**src/rtl/demux_1xn_rr.sv**
```systemverilog
// demux_1xn_rr: 1-to-N_OUT demux, round-robin or explicit lane select, registered valid/ready lanes.
// Ports: clk, reset_L (async, active-low); in_valid/in_data/in_ready is the source handshake;
// mode (0 = round-robin, 1 = sel); out_valid/out_data/out_ready hold one word per lane, with
// lane i at out_data[i*DATA_W +: DATA_W]; rr_ptr is the striping pointer; sel_err flags an illegal sel.
module demux_1xn_rr #(
    parameter int DATA_W = 8,
    parameter int N_OUT  = 4,
    parameter int SEL_W  = 2
) (
    input  logic                    clk,
    input  logic                    reset_L,
    input  logic                    in_valid,
    input  logic [DATA_W-1:0]       in_data,
    output logic                    in_ready,
    input  logic                    mode,
    input  logic [SEL_W-1:0]        sel,
    output logic [N_OUT-1:0]        out_valid,
    output logic [N_OUT*DATA_W-1:0] out_data,
    input  logic [N_OUT-1:0]        out_ready,
    output logic [SEL_W-1:0]        rr_ptr,
    output logic                    sel_err
);
    logic [SEL_W-1:0] target;
    logic [N_OUT-1:0] hit, lane_free, load;
    logic             accept;
    // An out-of-range target decodes to an empty hit vector, so it blocks in_ready on its own.
    always_comb begin
        hit       = '0;
        target    = mode ? sel : rr_ptr;
        lane_free = ~out_valid | out_ready;
        for (int i = 0; i < N_OUT; i++) hit[i] = target == SEL_W'(i);
        in_ready  = |(hit & lane_free);
        accept    = in_valid & in_ready;
        load      = accept ? hit : '0;
    end
    always_ff @(posedge clk or negedge reset_L) begin
        if (!reset_L) begin
            out_valid <= '0;
            out_data  <= '0;
            rr_ptr    <= '0;
            sel_err   <= 1'b0;
        end else begin
            sel_err <= in_valid & mode & ~|hit;
            if (accept & ~mode) rr_ptr <= rr_ptr == SEL_W'(N_OUT - 1) ? '0 : rr_ptr + 1'b1;
            for (int i = 0; i < N_OUT; i++) begin
                if (load[i]) begin
                    out_data[i*DATA_W +: DATA_W] <= in_data;
                    out_valid[i]                 <= 1'b1;
                end else if (out_ready[i]) begin
                    out_valid[i] <= 1'b0;
                end
            end
        end
    end
endmodule

```
**config.mk**
```make
export PLATFORM = sky130hd
export DESIGN_NAME = demux_1xn_rr
export DESIGN_NICKNAME = d
export VERILOG_FILES = /design/src/rtl/demux_1xn_rr.sv
export SDC_FILE = /design/constraint.sdc
export NUM_CORES = 1
export LEC_CHECK = 0
export BUFFER_PORTS_ARGS = -buffer_cell sky130_fd_sc_hd__buf_4
export CAP_MARGIN = 20
export CORE_MARGIN = 4
export CORE_UTILIZATION = 40
export DETAILED_ROUTE_END_ITERATION = 7
export PLACE_DENSITY_LB_ADDON = 0.2
export SKIP_CTS_REPAIR_TIMING = 1
export SYNTH_ARGS = -nofsm -noshare
export SYNTH_HDL_FRONTEND = slang
export SYNTH_SLANG_ARGS = --single-unit
```
**constraint.sdc**
```tcl
create_clock -name clk -period 2.45 [get_ports clk]
set_input_delay 0.6125 -clock clk [delete_from_list [all_inputs] [get_ports clk]]
set_output_delay 0.6125 -clock clk [all_outputs]
set_load 0.02 [all_outputs]
```
== After elaboration in Yosys (flattened, before gate mapping) ==
Index checks and enable logic that the tools add are counted.

* Bits in registers: 39
* Input bits: 18
* Output and inout bits: 40

* Add/subtract/negate cells: 1
* Eq/ne operators: 4
* Multiplexer cells: 11
* Bitwise gates (word level): 8
* Reductions and logical operators: 8

{| class="wikitable"
|+ Operators by type and width
! operator !! number
|-
| 2-to-1 mux 1 bit || 8
|-
| nonzero test 2 bit || 4
|-
| OR reduction 4 bit || 2
|-
| equality test 2 bit, second input constant || 3
|-
| bitwise AND 1 bit || 4
|-
| bitwise AND 4 bit || 1
|-
| 2-to-1 mux 2 bit || 2
|-
| 2-to-1 mux 4 bit || 1
|-
| inverter 4 bit || 1
|-
| OR 4 bit || 1
|-
| adder 2 x 1 -> 2 bit, second input constant || 1
|-
| equality test 2 x 1 -> 1 bit, second input constant || 1
|-
| zero test 2 bit || 1
|-
| zero test 1 bit || 1
|-
| inverter 1 bit || 1
|}

== Depth between registers and ports, before layout ==
* Depth after elaboration: 7
* Mapped depth: 4

== Least setup slack after synthesis ==
Ideal clock, no wire load.

* Path kind: input -> output
* Start: in mode
* End: out in_ready
* Data arrival time: 1.474 ns
* Slack: 0.363 ns
* Cell stages on the path: 3
* Path buffers: 0
* Cells stage by stage: nor3b_2 -> o21ai_2 -> nand4_1

* Longest elaborated chain between the ends: 4

{| class="wikitable"
|+ Ends and longest elaborated chain
! what !! line !! text
|-
| start, declared || 15 || <nowiki>input logic mode,</nowiki>
|-
| 2-to-1 mux 2 bit * || 29 || <nowiki>target = mode ? sel : rr_ptr;</nowiki>
|-
| equality test 2 x 1 -> 1 bit, or another cell as far along || 31 || <nowiki>for (int i = 0; i < N_OUT; i++) hit[i] = target == SEL_W'(i);</nowiki>
|-
| bitwise AND 4 bit * || 32 || <nowiki>in_ready = |(hit & lane_free);</nowiki>
|-
| OR reduction 4 bit * || 32 ||
|-
| end, declared || 14 || <nowiki>output logic in_ready,</nowiki>
|}

Every way passes the cells marked *; elsewhere a longest branch is shown, timed or not.

== Final worst setup path ==
Ends and elaborated chain as after synthesis.

==> impl_metrics.py <==
metrics = {
    "synthesis": {
        "synth-compound-area-share_pct": 12.0,
        "synth_top_cell_area_share_pct": 57.1,
        "syn_area_um2": 1710,
        "synth.avg_cell_area_um2": 16.0,
        "synth_nets": 126,
        "synth_common_cells": "dfrtp_1, mux2_2, a41oi_4, o21ai_1, nand2_1",
        "synth_top_family_by_area": "multiplexers",
        "synth_top_cell_by_area": "dfrtp_1",
        "async_flop_share_pct": 100,
        "synth.most_common_cell": "dfrtp_1",
        "synth_simple_gate_area_share_pct": 7.39,
        "synth_top_flop_cell": "dfrtp_1",
        "synth_edf_count": 0,
        "ys_seq_elements": 39,
        "ys_seq_area_share_pct": 57.1,
        "muxShareOfSynthArea_pct": 22.4,
        "syn_inst": 107,
        "synth_xor_area_share_pct": 0,
        "synthAdderAreaFrac_pct": 0.732,
        "ys_types": 25,
        "synth_area_leaders": "dfrtp_1, mux2_2, a41oi_4, o21ai_4, nor3b_2",
        "yosysWarningCount": 0,
    },
    "placed_design": {
        "place_area_um2": 2200,
        "dp.cells": 214,
        "detailed_place_hpwl_um": 2750,
        "place.gp.congestion": 0.861,
        "portBuffers": 57,
    },
    "cells_and_area": {
        "design_area_um2": 2330,
        "multi_input_area_um2": 731,
        "drive_gt1_share_pct": 64.5,
        "area_growth_pct": 36.4,
        "final-seq-area_um2": 976,
        "nets": 190,
        "num-fill-cells": 329,
        "diodes": 0,
        "fin_cells": 222,
    },
    "job": {
        "cap_viol_max_count": 0,
    },
    "global_routing": {
        "antenna_found_initial": 0,
        "grt_max_degree": 40,
        "grt_pass1_wl_um": 5960,
        "grt-ovfl-total": 0,
        "grt_pass1_vias": 1228,
        "grt.total_usage_pct": 14.8,
    },
    "sta": {
        "fin_skew_ns": 0.00352,
        "fin_crit_sh_pct": 95.6,
        "tns_ns": 0,
        "period_minus_slack_ns": 2.34,
        "tightest_slew_ns": 0.513,
        "hold_viol": 0,
        "clock.fmax_mhz": 427,
        "finalSetupViolCount": 0,
        "slew_viol_final": 0,
        "rsz0062_at_grt": "no",
        "relSlewSlack_pct": 65.8,
    },
    "clock_tree": {
        "clk_latency_ns": 0.28,
        "clock_path_buffers": 2,
        "numCtsBuffers": 5,
        "cts-root-buf": "clkbuf_8",
        "cts_tree": "done",
        "htreeDepth": 2,
        "cts_num_sinks": 39,
        "clk_pin_slew_ns": 0.07,
    },
    "routing": {
        "via_per_inst": 5.05,
        "dr_total_vias": 1120,
        "routed_wl_um": 3680,
        "drt_iter0_drc": 30,
        "ant_nets": 0,
        "wl_per_cell_um": 16.6,
        "drc": 0,
        "dr.pass1.iters": 4,
    },
    "power_and_ir_drop": {
        "max-vdd-ir-drop_v": 0.000711,
        "p_leak_nw": 1.05,
        "power.density_nw_per_um2": 1390,
        "total_power_mw": 3.25,
    },
    "setup_path": {
        "crit_type": "input port to output pin",
        "worstSetupStartpointType": "input port",
        "crit_chain": "buf_4 -> nor3b_2 -> o21ai_2 -> nand4_1 -> buf_4",
        "cp.required_ns": 1.84,
        "path_max_fanout": 9,
        "max_stage_delay_ns": 0.44,
        "startpoint": "mode",
        "worstRegToRegCells": 4,
        "arrival_ns": 1.73,
        "critPathSlowestCell": "o21ai_2",
        "worstReg2RegEnd": "out_data[20]",
        "crit_path_end_kind": "output pin",
        "critPathMostFrequentCell": "buf_4",
        "crit_end": "in_ready",
        "timing.rr.start": "rr_ptr[0]",
        "r2r_slack_ns": 0.39,
    },
    "die": {
        "die_w_um": 73.4,
        "core_area_um2": 4060,
        "die-area_um2": 5390,
        "die_h_um": 73.4,
        "std_cell_rows": 23,
        "ios": 58,
        "initial_core_util_pct": 42.2,
    },
    "worst_hold_path": {
        "hp-class": "input port to async pin",
    },
    "run_status": {
        "status": "finished, final reports clean",
    },
}
-- layout by cell type (no fill, tap or decap) --
master	n
a41oi_1	1
a41oi_4	4
and3_2	1
and3b_1	1
and3b_2	2
buf_4	57
bufinv_16	2
clkbuf_1	1
clkbuf_8	5
conb_1	1
dfrtp_1	39
ha_1	1
inv_1	1
mux2_1	2
mux2_2	32
nand2_1	3
nand2b_1	1
nand4_1	1
nor2_1	1
nor3_1	1
nor3b_1	1
nor3b_2	2
o21ai_0	1
o21ai_1	4
o21ai_2	1
o21ai_4	2
o22ai_4	1
or2b_1	1
or2b_2	2
-- worst min-delay path by stage --
stage / cells after the start / endpoint / from
2_1_floorplan: 0 / out_data[0] / reset_L
3_3_place_gp: 1 / out_data[15] / out_data[15]
3_5_place_dp: 1 / out_data[11] / out_data[11]
4_1_cts: 1 / out_data[15] / reset_L
5_1_grt: 1 / out_data[17] / reset_L
6_report: 1 / sel_err / reset_L
-- per-stage QoR --
| stage | worst slack [ns] | hold slack (ns) | util [%] |
|---|---|---|---|
| after global routing | 0.0501 | 0.325 | 57.5 |
| final | 0.108 | 0.288 | 57.5 |
| after CTS | 0.108 | 0.297 | 57.5 |
| after global placement | 0.135 | 0.493 | 54.2 |
| after floorplan | 0.363 | 0.317 | - |
| after detailed placement | 0.111 | 0.498 | 54.2 |
-- state kept, by name, summed over array words and instances, names as in the netlist --
name,cells
out_valid,4
rr_ptr,2
out_data,32
sel_err,1
-- critical path: cells and delay by family --
family	cells	cell delay [ns]
buffers and inverters	2	0.33
AND/OR/NAND/NOR	2	0.34
AO/OA/AOI/OAI	1	0.44
-- layer usage --
layer  GRT usage, %  part of all wire (%)  vias up  routed length [um]
met2           26.6                    52       40                1930
met1           15.9                    39      551                1420
li1               -                     -      521                   -
met4           5.43                   1.8        0                  65
met3           5.34                   7.4        8                 273
met5              0                     0        -                   0
-- kinds of logic (layout without fill, tap and decap cells) --
group | count (synthesis) | after routing
buf+inv | 1 | 66
simple gates | 17 | 17
other cells | 1 | 1
mux | 34 | 34
compound gates | 14 | 14
flops | 39 | 39
fa+ha+maj | 1 | 1
-- power breakdown --
group	leakage, nW	switching, mW	internal (mW)
Combinational	0.516	0.783	0.714
Sequential	0.469	0.184	0.947
Clock	0.0654	0.210	0.407
-- cell type report --
cell class              count  share of cell area, %
clock buffers               6                   3.11
clock inverters             2                   2.57
inverters                   1                  0.161
multi-input cells          67                   31.3
flip-flops and latches     39                   41.8
well taps                  50                   2.68
repair buffers             57                   18.3
Power figures use the tool's default switching activity.
